### config.mk
export PLATFORM = sky130hd
export DESIGN_NAME = pul_profile_gen
export DESIGN_NICKNAME = d
export VERILOG_FILES = /design/src/rtl/pul_profile_pkg.sv /design/src/rtl/pul_wr_pacer.sv /design/src/rtl/pul_profile_gen.sv
export SDC_FILE = /design/constraint.sdc
export NUM_CORES = 1
export LEC_CHECK = 0
export ABC_AREA = 0
export BUFFER_PORTS_ARGS = -buffer_cell sky130_fd_sc_hd__buf_4
export CORE_MARGIN = 5
export CORE_UTILIZATION = 35
export CTS_BUF_LIST = sky130_fd_sc_hd__clkbuf_16
export DETAILED_ROUTE_END_ITERATION = 10
export HOLD_SLACK_MARGIN = 0.15
export PLACE_DENSITY = 0.57
export SLEW_MARGIN = 20
export SYNTH_ARGS = -nofsm -noshare
export SYNTH_HDL_FRONTEND = slang
export SYNTH_SLANG_ARGS = --single-unit
### constraint.sdc
create_clock -name clk -period 6.7 [get_ports clk]
set_input_delay 0.335 -clock clk [delete_from_list [all_inputs] [get_ports clk]]
set_output_delay 0.335 -clock clk [all_outputs]
set_load 0.01 [all_outputs]
### src/rtl/pul_profile_pkg.sv
// Shared encodings and widths for the pulse-period profile generator.
// State codes double as the externally visible phase field.
package pul_profile_pkg;

  localparam int RAW_W        = 49;
  localparam int PERIOD_W_DEF = 32;
  localparam int STEP_W_DEF   = 16;

  typedef enum logic [1:0] {
    ST_IDLE  = 2'b00,
    ST_ACCEL = 2'b01,
    ST_DECEL = 2'b10,
    ST_CONST = 2'b11
  } state_t;

endpackage

### src/rtl/pul_wr_pacer.sv
// FIFO write pacer: grants a write only when the FIFO is not full and no write
// was issued in the previous cycle, leaving the full flag a cycle to settle.
module pul_wr_pacer #(
  parameter int W = 32
) (
  input  logic         clk,
  input  logic         rst,
  input  logic         i_req,
  input  logic         i_abort,
  input  logic [W-1:0] i_data,
  input  logic         i_fifo_full,
  output logic         o_grant,
  output logic         o_fifo_wr,
  output logic [W-1:0] o_fifo_wdata
);

  logic         r_wr;
  logic [W-1:0] r_wdata;
  logic         w_grant;

  assign w_grant      = i_req & ~i_abort & ~i_fifo_full & ~r_wr;
  assign o_grant      = w_grant;
  assign o_fifo_wr    = r_wr;
  assign o_fifo_wdata = r_wdata;

  always_ff @(posedge clk) begin
    if (rst) begin
      r_wr    <= 1'b0;
      r_wdata <= '0;
    end else begin
      r_wr <= w_grant;
      if (w_grant) r_wdata <= i_data;
    end
  end

endmodule

### src/rtl/pul_profile_gen.sv
// Trapezoidal pulse-period profile writer: accel table, optional constant
// segment (PUL_PROFILE_CONST_EN), then the mirrored decel table.
module pul_profile_gen
  import pul_profile_pkg::*;
#(
  parameter int PERIOD_W = PERIOD_W_DEF,
  parameter int STEP_W   = STEP_W_DEF
) (
  input  logic                clk,
  input  logic                rst,
  input  logic                start,
  input  logic                abort,
  input  logic [PERIOD_W-1:0] period_start,
  input  logic [PERIOD_W-1:0] period_min,
  input  logic [PERIOD_W-1:0] period_delta,
  input  logic [STEP_W-1:0]   accel_steps,
`ifdef PUL_PROFILE_CONST_EN
  input  logic [31:0]         const_steps,
`endif
  input  logic                fifo_full,
  output logic                fifo_wr,
  output logic [PERIOD_W-1:0] fifo_wdata,
  output logic                busy,
  output logic                done,
  output logic [1:0]          phase,
  output logic [31:0]         wr_count
);

  state_t                    r_state, w_state_nxt;
  logic signed [RAW_W-1:0]   r_raw, w_raw_nxt;
  logic [STEP_W-1:0]         r_idx, w_idx_nxt, r_n, w_n_nxt;
  logic [PERIOD_W-1:0]       r_min, w_min_nxt, r_delta, w_delta_nxt;
  logic [31:0]               r_wr_count, w_wr_count_nxt;
  logic                      r_done, w_done_nxt;
  logic                      r_fin, w_fin_nxt;
  logic [31:0]               r_cnt, w_cnt_nxt, r_const, w_const_nxt;
  logic signed [RAW_W-1:0]   w_min_ext, w_delta_ext;
  logic [PERIOD_W-1:0]       w_entry;
  logic                      w_req, w_grant, w_last;

  assign w_min_ext   = {{(RAW_W-PERIOD_W){1'b0}}, r_min};
  assign w_delta_ext = {{(RAW_W-PERIOD_W){1'b0}}, r_delta};
  assign w_entry     = (r_raw < w_min_ext) ? r_min : r_raw[PERIOD_W-1:0];
  assign w_req       = (r_state != ST_IDLE) && !r_fin;
  assign w_last      = (r_idx == r_n - STEP_W'(1));

  pul_wr_pacer #(.W(PERIOD_W)) u_pacer (
    .clk          (clk),
    .rst          (rst),
    .i_req        (w_req),
    .i_abort      (abort),
    .i_data       (w_entry),
    .i_fifo_full  (fifo_full),
    .o_grant      (w_grant),
    .o_fifo_wr    (fifo_wr),
    .o_fifo_wdata (fifo_wdata)
  );

  always_ff @(posedge clk) begin
    if (rst) begin
      r_state    <= ST_IDLE;
      r_raw      <= '0;
      r_idx      <= '0;
      r_n        <= '0;
      r_min      <= '0;
      r_delta    <= '0;
      r_wr_count <= '0;
      r_done     <= 1'b0;
      r_fin      <= 1'b0;
      r_cnt      <= '0;
      r_const    <= '0;
    end else begin
      r_state    <= w_state_nxt;
      r_raw      <= w_raw_nxt;
      r_idx      <= w_idx_nxt;
      r_n        <= w_n_nxt;
      r_min      <= w_min_nxt;
      r_delta    <= w_delta_nxt;
      r_wr_count <= w_wr_count_nxt;
      r_done     <= w_done_nxt;
      r_fin      <= w_fin_nxt;
      r_cnt      <= w_cnt_nxt;
      r_const    <= w_const_nxt;
    end
  end

  always_comb begin
    w_state_nxt    = r_state;
    w_raw_nxt      = r_raw;
    w_idx_nxt      = r_idx;
    w_n_nxt        = r_n;
    w_min_nxt      = r_min;
    w_delta_nxt    = r_delta;
    w_wr_count_nxt = w_grant ? r_wr_count + 32'd1 : r_wr_count;
    w_done_nxt     = 1'b0;
    w_fin_nxt      = r_fin;
    w_cnt_nxt      = r_cnt;
    w_const_nxt    = r_const;
    case (r_state)
      ST_IDLE: begin
        if (start && !abort) begin
          w_n_nxt        = accel_steps;
          w_min_nxt      = period_min;
          w_delta_nxt    = period_delta;
          w_raw_nxt      = {{(RAW_W-PERIOD_W){1'b0}}, period_start};
          w_idx_nxt      = '0;
          w_wr_count_nxt = '0;
          w_cnt_nxt      = '0;
          w_fin_nxt      = 1'b0;
`ifdef PUL_PROFILE_CONST_EN
          w_const_nxt    = const_steps;
`else
          w_const_nxt    = '0;
`endif
          if (accel_steps == '0) w_done_nxt  = 1'b1;
          else                   w_state_nxt = ST_ACCEL;
        end
      end
      ST_ACCEL: begin
        if (w_grant) begin
          if (w_last) begin
`ifdef PUL_PROFILE_CONST_EN
            w_state_nxt = (r_const != '0) ? ST_CONST : ST_DECEL;
`else
            w_state_nxt = ST_DECEL;
`endif
          end else begin
            w_raw_nxt = r_raw - w_delta_ext;
            w_idx_nxt = r_idx + STEP_W'(1);
          end
        end
      end
`ifdef PUL_PROFILE_CONST_EN
      ST_CONST: begin
        if (w_grant) begin
          if (r_cnt == r_const - 32'd1) w_state_nxt = ST_DECEL;
          else                          w_cnt_nxt   = r_cnt + 32'd1;
        end
      end
`endif
      ST_DECEL: begin
        // r_fin holds the state one cycle so done lands after the final write
        if (r_fin) begin
          w_state_nxt = ST_IDLE;
          w_done_nxt  = 1'b1;
          w_fin_nxt   = 1'b0;
        end else if (w_grant) begin
          w_raw_nxt = r_raw + w_delta_ext;
          if (r_idx == '0) w_fin_nxt = 1'b1;
          else             w_idx_nxt = r_idx - STEP_W'(1);
        end
      end
      default: w_state_nxt = ST_IDLE;
    endcase
    if (abort && r_state != ST_IDLE) begin
      w_state_nxt = ST_IDLE;
      w_done_nxt  = 1'b0;
      w_fin_nxt   = 1'b0;
    end
  end

  assign busy     = (r_state != ST_IDLE);
  assign done     = r_done;
  assign phase    = r_state;
  assign wr_count = r_wr_count;

endmodule

# Word level (Yosys, flattened, before mapping)
# Index checks and enable logic that the tools add are counted.
# classes
add_sub_neg	6
n_lt_le_gt_ge	1
eq_ne	12
n_mux	32
n_bitwise	6
n_reduce_logical	17
# ops
cell	n
2-to-1 mux 49 bit	5
one-hot mux 49 bit (3 select lines)	1
2-to-1 mux 32 bit	4
2-to-1 mux 16 bit	6
adder 49 x 33 -> 49 bit	1
less-than comparator 49 x 33 -> 1 bit	1
subtractor 49 x 33 -> 49 bit	1
one-hot mux 16 bit (3 select lines)	1
adder 32 x 1 -> 32 bit (second input constant)	1
zero test 16 bit	2
subtractor 16 x 1 -> 16 bit (second input constant)	2
!= test 2 bit (second input constant)	9
adder 16 x 1 -> 16 bit (second input constant)	1
equality test 16 bit	1
2-to-1 mux 2 bit	5
2-to-1 mux 1 bit	7
AND reduction 7 bit	1
one-hot mux 2 bit (3 select lines)	1
AND reduction 6 bit	1
AND reduction 5 bit	1
one-hot mux 1 bit (2 select lines)	2
AND reduction 2 bit	2
nonzero test 2 bit	2
bitwise AND 1 bit	3
8 further kinds	13
# totals
register_bits	214
output_inout_bits	69
word_cells	85

# Logic depth before layout (Yosys ltp)
# Gate-level depths: netlist (run 1).
# logic_depth
depth_word	8
depth_mapped	22

# Modules after synthesis
# A second synthesis (run 1) with hierarchy kept.
# hier_totals
cells_unflattened	1734
area_unflattened_um2	14158.6
# modules_own_cells
module	n_inst	cells_each	area_per_inst_um2	seq_area_each_um2
pul_profile_gen	1	1592	12648.4	3623.5
pul_wr_pacer	1	142	1510.2	660.6

# Worst setup path after synthesis (run 1)
# Ideal clock, no wire load.
# synth_path
path_kind	register to register
from	register r_state[0] (netlist: phase[0])
to	register r_raw[45]
setup_ns	0.117
t_arrival_ns	4.527
t_required_ns	6.583
path_slack_ns	2.055
stages_incl_launch_ff	17
n_path_buf	2
cell_sequence	dfxtp_1 inv_1 ha_1 clkbuf_1 clkbuf_1 mux2_2 ha_1 a21o_1 a21o_1 a2111oi_0 o21ai_0 o211a_1 o211a_1 o21ai_1 a2111oi_0 or3_1 a32o_1
# synth_between
elab_chain_cells	7
# synth_rtl
element	line	text
start, declared	pul_profile_gen.sv:29	state_t r_state, w_state_nxt;
start signal, assigned	pul_profile_gen.sv:73	r_state <= w_state_nxt;
nonzero test 2 bit	pul_profile_gen.sv:44	assign w_req = (r_state != ST_IDLE) && !r_fin;
logical AND 1 bit	pul_profile_gen.sv:44	
bitwise AND 1 bit (3 in series)	pul_wr_pacer.sv:21	assign w_grant = i_req & ~i_abort & ~i_fifo_full & ~r_wr;
!= test 2 bit (no line)	--	
AND reduction 6 bit (no line)	--	
end signal, assigned	pul_profile_gen.sv:74	r_raw <= w_raw_nxt;
end, declared	pul_profile_gen.sv:30	logic signed [RAW_W-1:0] r_raw, w_raw_nxt;
# Several ways; a longest one is shown, not always the timed one.
# A chain may end at the register's enable or synchronous reset.

# Final worst setup path (run 1)
# layout_path
from	register r_state[0] (netlist: phase[0])
to	register r_raw[43]
# Same word-level chain as after synthesis.

==> impl_metrics.ini, run 1 <==
[status]
status = completed

[timing]
timing.final.hold_violations = 0
finalSetupTns_ns = 0
worstMarginPinSlew_ns = 1.028
rsz0062_at_grt = no
setup_violations = 0
finalCritPeriodShare = 0.7187
fin_crit_ns = 4.815
relSlewSlack = 0.3116
fmax_mhz = 207.7
maxSlewViolCount = 0
finClkSkew_ns = 0.02009

[setup_path]
cp_max_fo = 31
end_kind = flop
cp.arrival_ns = 5.26
crit_type = flop to flop
required_ns = 7.15
cp-start-kind = flop

[clock_tree]
cts_tree = built
numCtsBuffers = 26
cts_setup_buffers = 0
cts.htree.levels = 1
clkLatencyLatePin_ns = 0.55
clk_pin_slew_worst_paths_ns = 0.06
clock_sinks = 214
cts-root-buf = clkbuf_16
clock_path_buffers = 3

[layout]
final_common_cell = nand2_1
final-seq-area_um2 = 4284
diodes = 0
num-nets-final = 2200
area_delta_synth_final_pct = 27.92
multiInputGateArea_um2 = 8730
mostFrequentLayoutCells = nand2_1, dfxtp_1, buf_4, a21oi_1, nor2_1
nFillCells = 3836
drive_above_1_share = 0.1350
fin_util = 0.4498

[detailed_routing]
drt-initial-drc-count = 674
drc_errors = 0
viasPerCell = 5.224
wl_per_cell_um = 17.03
ant_nets = 0
highest_layer = met4
wl_met3_mm = 1.951
dr_wl_met2_mm = 19.03
num_vias = 13150
met1_length_mm = 20.90
firstDrtPassIters = 4
routed_wl_mm = 42.89

[logic_synthesis]
synth_edf_count = 0
syn_area_per_cell_um2 = 7.828
syn_nets = 1948
synthTopCellsByArea = dfxtp_1, ha_1, nand2_1, a21oi_1, xor2_1
ys.warnings.count = 0
netlist_area_um2 = 13530
yosysTopAreaCell = dfxtp_1
synth-seq-area-share = 0.3167
ys_ff_latch = 214
synthDistinctLibCells = 73
synth.top_cell.area_share = 0.3167
synthCells = 1728
async_flop_share = 0
synthFlopType = dfxtp_1

[floorplanning]
dieArea_um2 = 42680
row_count = 72
coreArea_um2 = 38470
die_h_um = 206.6
start_util = 0.3516
die_w_um = 206.6
io_pins = 186

[global_route]
grt_pass1_vias = 12640
grt_usage = 0.1958
overflow = 0
grt_pass1_wl_mm = 67.97
antenna_found_initial = 0
grt_max_degree = 84

[power]
p_leak_nw = 7.473
power_w = 0.006238
powerDensity_nw_per_um2 = 360.5
ir_worst_vdd_v = 0.0002750

[placement]
port_buffers = 185
place.gp.congestion = 0.9241
dp_hpwl_mm = 31.33

[hold_path]
hp-class = input pin to flop

[job]
max_cap_viol_count = 0
-- layer usage --
metal  global-route usage  vias up
met3              0.02515       62
met5                    0        -
met1               0.2812     6162
met2               0.3129      303
met4              0.04777        0
li1                     -     6626
-- registers in the layout, summed over array words and instances, names as in the netlist, 2 cells and up --
name	flops
u_pacer.o_fifo_wdata	32
wr_count	32
r_delta	32
r_min	32
r_raw	49
r_idx	16
r_n	16
phase	2
-- where the power goes --
part	total (W)	internal, W	switching (W)
clock network	0.00146	0.000881	0.000580
logic	0.00322	0.00137	0.00185
registers	0.00156	0.00140	0.000160
-- critical path, stage by stage, from the launching register on --
cell and delay, ns:
dfxtp_1 0.33, inv_1 0.11, ha_2 0.57, mux2_2 0.44
ha_1 0.29, a21o_1 0.16, a21o_1 0.21, a2111oi_0 0.61
o21ai_0 0.32, o211a_1 0.35, o211a_1 0.26, o2111ai_1 0.35
a21oi_1 0.13, or3_1 0.33, a32o_1 0.24
-- Yosys cell counts, drive strengths merged, types with 8 or more instances --
master	number
nand2	287
dfxtp	214
a21oi	191
nor2	138
ha	101
o21ai	85
xor2	73
clkbuf	65
inv	62
mux2i	60
a21o	57
xnor2	50
nand3	37
a211oi	33
nor3	24
nand4	21
nor4	19
a31oi	18
or3	17
and3	13
buf	13
or2	13
nand2b	12
o21a	12
and2	10
nor2b	10
o31ai	8
-- what timing repair did --
action	in CTS	in global routing
gates resized for setup	0	0
endpoints found under the hold margin	104	0
hold buffers	104	0
-- through the flow --
| stage | instance area, µm² | cells | setup WS, ns | hold slack, ns |
|---|---|---|---|---|
| 2_1_floorplan | 13530 | 1728 | 2.055 | 0.4363 |
| 3_3_place_gp | 15380 | 2366 | 2.004 | 0.4403 |
| 3_5_place_dp | 15380 | 2366 | 1.907 | 0.4459 |
| 4_1_cts | 17300 | 2518 | 1.893 | 0.1522 |
| 5_1_grt | 17300 | 2518 | 1.491 | 0.1800 |
| 6_report | 17300 | 2518 | 1.885 | 0.1725 |
-- cell families after synthesis --
family                   synth area share
AO/OA/AOI/OAI                      0.2104
flip-flops                         0.3167
adder cells (fa/ha/maj)           0.09638
buffers and inverters             0.04061
multiplexers                      0.04690
XOR/XNOR                          0.07964
AND/OR/NAND/NOR                    0.2093
-- path summary, 6_finish.rpt --
path | startpoint | to | slack (ns) | depth (start not counted)
min | period_start[0] | r_raw[0] | 0.17 | 3
min reg2reg | u_pacer.o_fifo_wdata[4] | u_pacer.o_fifo_wdata[4] | 0.45 | 2
max reg2reg | phase[0] | r_raw[43] | 1.88 | 14
max | phase[0] | r_raw[43] | 1.88 | 14
-- cell type report --
| type | instances | area share |
|---|---|---|
| multi-input cells | 1373 | 0.5045 |
| clock inverters | 21 | 0.01164 |
| well taps | 518 | 0.03746 |
| inverters | 63 | 0.01367 |
| repair buffers | 302 | 0.1461 |
| flip-flops and latches | 214 | 0.2476 |
| clock buffers | 27 | 0.03905 |
Power figures use the tool's default switching activity.
==> run 2: changes to the inputs <==
--- a/config.mk
+++ b/config.mk
@@ -5,14 +5,14 @@
 export SDC_FILE = /design/constraint.sdc
 export NUM_CORES = 1
 export LEC_CHECK = 0
-export ABC_AREA = 0
+export ABC_AREA = 1
 export BUFFER_PORTS_ARGS = -buffer_cell sky130_fd_sc_hd__buf_4
 export CORE_MARGIN = 5
 export CORE_UTILIZATION = 35
 export CTS_BUF_LIST = sky130_fd_sc_hd__clkbuf_16
 export DETAILED_ROUTE_END_ITERATION = 10
 export HOLD_SLACK_MARGIN = 0.15
-export PLACE_DENSITY = 0.57
+export PLACE_DENSITY = 0.56
 export SLEW_MARGIN = 20
 export SYNTH_ARGS = -nofsm -noshare
 export SYNTH_HDL_FRONTEND = slang
==> constraint.sdc (replaced) <==
create_clock -name clk -period 4.48 [get_ports clk]
set_input_delay 0.224 -clock clk [delete_from_list [all_inputs] [get_ports clk]]
set_output_delay 0.224 -clock clk [all_outputs]
set_load 0.01 [all_outputs]
==> impl_metrics.ini, run 2 <==
[detailed_routing]
met1_length_mm = 29.27
dr_wl_met2_mm = 26.96
wl_met3_mm = 3.309
ant_nets = 0
firstDrtPassIters = 5
drc_errors = 0
highest_layer = met4
viasPerCell = 5.020
routed_wl_mm = 61.12
wl_per_cell_um = 17.49
drt-initial-drc-count = 1288
num_vias = 17540

[timing]
setup_ws_ns = 0.3044
finalCritPeriodShare = 0.9321
relSlewSlack = 0.2916
fin_crit_ns = 4.176
finalSetupTns_ns = 0
finClkSkew_ns = 0.02122
setup_violations = 0
fmax_mhz = 239.5
timing.final.hold_violations = 0
maxSlewViolCount = 0
worstMarginPinSlew_ns = 1.063
rsz0062_at_grt = no

[layout]
largest_reg_flops = 49
num-nets-final = 3088
drive_above_1_share = 0.1205
final_common_cell = nand2_1
area_delta_synth_final_pct = 24.30
mostFrequentLayoutCells = nand2_1, inv_1, nor2_1, a21oi_1, dfxtp_1
regMostFlops = r_raw
diodes = 0
fin_util = 0.4365

[floorplanning]
io_pins = 186
start_util = 0.3512
die_h_um = 225.5
coreArea_um2 = 46260
dieArea_um2 = 50830
row_count = 79
die_w_um = 225.5

[logic_synthesis]
synth_edf_count = 0
yosysMostFrequentCell = nand2_1
synthFlopType = dfxtp_1
synth-seq-area-share = 0.2637
ys.warnings.count = 0
synthDistinctLibCells = 53
netlist_area_um2 = 16250
ys_ff_latch = 214
syn_area_per_cell_um2 = 6.232
yosys-top-cells-count = nand2_1, inv_1, nor2_1, a21oi_1, dfxtp_1
syn_nets = 2827
yosysTopAreaCell = dfxtp_1
async_flop_share = 0
synthCells = 2607
synthTopCellsByArea = dfxtp_1, nand2_1, ha_1, inv_1, a21oi_1
synth.top_cell.area_share = 0.2637

[setup_path]
crit_type = flop to flop
required_ns = 4.91
end_kind = flop
cp-start-kind = flop
cp_max_fo = 5
cp.arrival_ns = 4.60

[global_route]
grt_pass1_vias = 16720
overflow = 0
antenna_found_initial = 0
grt_pass1_wl_mm = 94.00
grt_usage = 0.2303
grt_max_degree = 97

[clock_tree]
clkLatencyLatePin_ns = 0.58
clock_sinks = 214
cts.htree.levels = 1
clk_pin_slew_worst_paths_ns = 0.06
clock_path_buffers = 3
cts_tree = built
cts-root-buf = clkbuf_16
numCtsBuffers = 27

[placement]
post-place-ws_ns = 0.3093
place.gp.congestion = 0.9817
port_buffers = 185
dp_hpwl_mm = 47.56

[power]
p_leak_nw = 9.722
powerDensity_nw_per_um2 = 799.3
ir_worst_vdd_v = 0.0004913
power_w = 0.01614

[status]
status = completed

[hold_path]
hp-class = input pin to flop

[job]
max_cap_viol_count = 0
## run 2: through the flow
stage | std cells | hold slack [ns] | area (µm²)
after floorplan | 2607 | 0.3589 | 16250
after global placement | 3335 | 0.4555 | 18180
after detailed placement | 3335 | 0.4533 | 18180
after CTS | 3495 | 0.1549 | 20190
after global routing | 3495 | 0.1522 | 20190
final | 3495 | 0.1589 | 20190
## run 2: metal layers
| layer | vias up | global-route usage |
|---|---|---|
| li1 | 8912 | - |
| met1 | 8119 | 0.3268 |
| met2 | 427 | 0.3703 |
| met3 | 86 | 0.03035 |
| met4 | 0 | 0.05955 |
| met5 | - | 0 |
## run 2: power breakdown
part	switching, W	internal, W	leakage, nW	total (W)
sequential	0.000385	0.00224	1.75	0.00263
combinational	0.00774	0.00351	7.51	0.0112
clock	0.000932	0.00133	0.463	0.00226
## run 2: final timing paths
path,from,endpoint,slack (ns),cells past startpoint
min reg2reg,u_pacer.o_fifo_wdata[1],u_pacer.o_fifo_wdata[1],0.46,2
max reg2reg,r_delta[1],r_raw[33],0.30,23
max,r_delta[1],r_raw[33],0.30,23
min,period_delta[31],r_delta[31],0.16,3
## run 2: cell families (layout without fill, tap and decap cells)
kind of cell / Yosys count / in the layout / share of synthesized area
xor+xnor: 90 / 90 / 0.04852
fa+ha+maj: 103 / 103 / 0.08025
compound gates: 428 / 428 / 0.1442
buf+inv: 425 / 706 / 0.1033
flops: 214 / 214 / 0.2637
mux: 5 / 5 / 0.003081
simple gates: 1342 / 1342 / 0.3570
## run 2: final cells by class
cell class              instances  area [µm²]
fillers                      4922       26070
repair buffers                320        2693
inverters                     337        1267
clock buffers                  27       675.6
flip-flops and latches        214        4284
well taps                     607       759.5
clock inverters                22       225.2
multi-input cells            1968       10290
## run 2: timing repair
action / 4_1_cts / 5_1_grt
hold buffers: 111 / 0
hold endpoints to repair: 135 / 0
setup buffers: 0 / 0
endpoints found under the setup margin: 0 / 6
gates resized for setup: 0 / 1
## run 2: critical path, stage by stage (launching register included)
cell and delay (ns):
dfxtp_1 0.32, inv_1 0.09, ha_1 0.19, nand3_1 0.17, nor2_2 0.30, nand2_1 0.17
nor2_1 0.12, nand2_1 0.09, o21ai_0 0.34, nand2_1 0.16, xor2_1 0.19, ha_1 0.38
nand2_1 0.12, nor2_1 0.20, inv_1 0.11, nor2_1 0.23, and2_1 0.19, nand4_1 0.16
nand3_1 0.16, nand2_1 0.08, nand2_1 0.07, nor2_1 0.04, nand2_1 0.06, a21oi_1 0.08
==> run 3: changes to the inputs <==
==> constraint.sdc (replaced) <==
create_clock -name clk -period 5.4 [get_ports clk]
set_input_delay 0.27 -clock clk [delete_from_list [all_inputs] [get_ports clk]]
set_output_delay 0.27 -clock clk [all_outputs]
set_load 0.01 [all_outputs]
==> impl_metrics.ini, run 3 (synthesized netlist as in run 2, its figures left out) <==
[layout]
final_area_um2 = 19830
nFillCells = 4932
drive_above_1_share = 0.1143
final_common_cell = nand2_1
diodes = 0
area_delta_synth_final_pct = 22.05
regMostFlops = r_raw
largest_reg_flops = 49
mostFrequentLayoutCells = nand2_1, inv_1, nor2_1, a21oi_1, dfxtp_1
num-nets-final = 3063

[global_route]
grt_pass1_wl_mm = 91.43
grt.busiest_layer = met2
overflow = 0
grt_util_met1 = 0.3085
grtUsageMet3 = 0.03152
grt_max_degree = 97
antenna_found_initial = 0
grt_pass1_vias = 16530
grt_usage = 0.2223
use_met2 = 0.3586

[placement]
post-place-ws_ns = 1.035
place_area_um2 = 18080
port_buffers = 185
dp_hpwl_mm = 45.49
place.gp.congestion = 0.9706

[detailed_routing]
drc_errors = 0
viasPerCell = 4.982
routed_wl_mm = 58.76
firstDrtPassIters = 5
ant_nets = 0
wl_per_cell_um = 16.95
num_vias = 17270
drt-initial-drc-count = 1380

[setup_path]
crit_type = flop to flop
cp.arrival_ns = 4.98
required_ns = 5.89
cp_max_fo = 5
cp-start-kind = flop
end_kind = flop

[power]
comb_power_share = 0.705
p_int_w = 0.005629
swShare = 0.5643
p_clk_frac = 0.124
power_switching_w = 0.007290
powerDensity_nw_per_um2 = 651.5
p_seq_frac = 0.170
p_leak_nw = 9.542
ir_worst_vdd_v = 0.0006754

[timing]
worstMarginPinSlew_ns = 1.056
finalSetupTns_ns = 0
fmax_mhz = 222.3
maxSlewViolCount = 0
finClkSkew_ns = 0.009054
finalCritPeriodShare = 0.8329
fin_crit_ns = 4.497
setup_ws_ns = 0.9026
relSlewSlack = 0.2943
setup_violations = 0
rsz0062_at_grt = no
timing.final.hold_violations = 0

[clock_tree]
numCtsBuffers = 25
clock_path_buffers = 3
clock_sinks = 214
clk_pin_slew_worst_paths_ns = 0.06
clkLatencyLatePin_ns = 0.56
ctsResizeCount = 0
cts_tree = built
cts.htree.levels = 1
cts_setup_buffers = 0
cts_hold_buf = 100
cts-root-buf = clkbuf_16

[floorplanning]
io_pins = 186
dieArea_um2 = 50830
coreArea_um2 = 46260
die_w_um = 225.5
die_h_um = 225.5
row_count = 79
start_util = 0.3512

[hold_path]
hp-class = input pin to flop

[status]
status = completed

[job]
max_cap_viol_count = 0
## run 3: cell type report
type	instances	area (µm²)	share of cell area
Multi-Input combinational cell	1968	10280	0.5187
Sequential cell	214	4284	0.2161
Timing Repair Buffer	297	2480	0.1251
Inverter	337	1269	0.06398
Tap cell	607	759.5	0.03830
Clock buffer	25	625.6	0.03155
Clock inverter	19	126.4	0.006373
## run 3: worst paths after layout
check / start / endpoint / slack [ns] / cells past startpoint
setup reg to reg: r_delta[1] / r_raw[36] / 0.90 / 22
hold / removal: rst / r_idx[13] / 0.16 / 2
setup / recovery: r_delta[1] / r_raw[36] / 0.90 / 22
hold reg to reg: u_pacer.o_fifo_wdata[28] / u_pacer.o_fifo_wdata[28] / 0.47 / 2
## run 3: stage by stage
step / instances / hold WS [ns] / total power (W) / util
after floorplan: 2607 / 0.4049 / 0.008666 / -
after global placement: 3323 / 0.4593 / 0.01115 / 0.3907
after CTS: 3467 / 0.1515 / 0.01289 / 0.4286
after detailed placement: 3323 / 0.4586 / 0.01116 / 0.3908
after global routing: 3467 / 0.1682 / 0.01427 / 0.4286
final: 3467 / 0.1575 / 0.01292 / 0.4286
## run 3: metal layers
layer | wire length (µm) | up-vias | share of wire
met1 | 27710 | 7846 | 0.47
met5 | 0 | - | 0
met3 | 3206 | 105 | 0.055
met2 | 25920 | 465 | 0.44
li1 | - | 8855 | -
met4 | 1931 | 0 | 0.033
## run 3: worst max-delay path, cell delays in order (launching register included)
cell	delay, ns
dfxtp_1	0.32
inv_1	0.10
ha_1	0.17
nand3_1	0.14
nor2_1	0.37
nand2_1	0.17
nor2_1	0.12
nand2_1	0.10
nor3_1	0.50
a41oi_1	0.24
xor2_1	0.21
ha_1	0.38
nand2_1	0.09
nor2_1	0.17
inv_1	0.06
nor2_1	0.26
and2_1	0.26
nand4_1	0.24
nand4_1	0.18
nand2_1	0.06
nor2_1	0.08
nand2_1	0.06
a21oi_1	0.15
## run 3: power groups by stage
stage / registers [W] / clock network, W / logic (W)
2_1_floorplan: 0.00210 / 0 / 0.00657
3_3_place_gp: 0.00221 / 0 / 0.00894
3_5_place_dp: 0.00222 / 0 / 0.00894
4_1_cts: 0.00219 / 0.00166 / 0.00904
5_1_grt: 0.00223 / 0.00173 / 0.0103
6_report: 0.00220 / 0.00161 / 0.00911
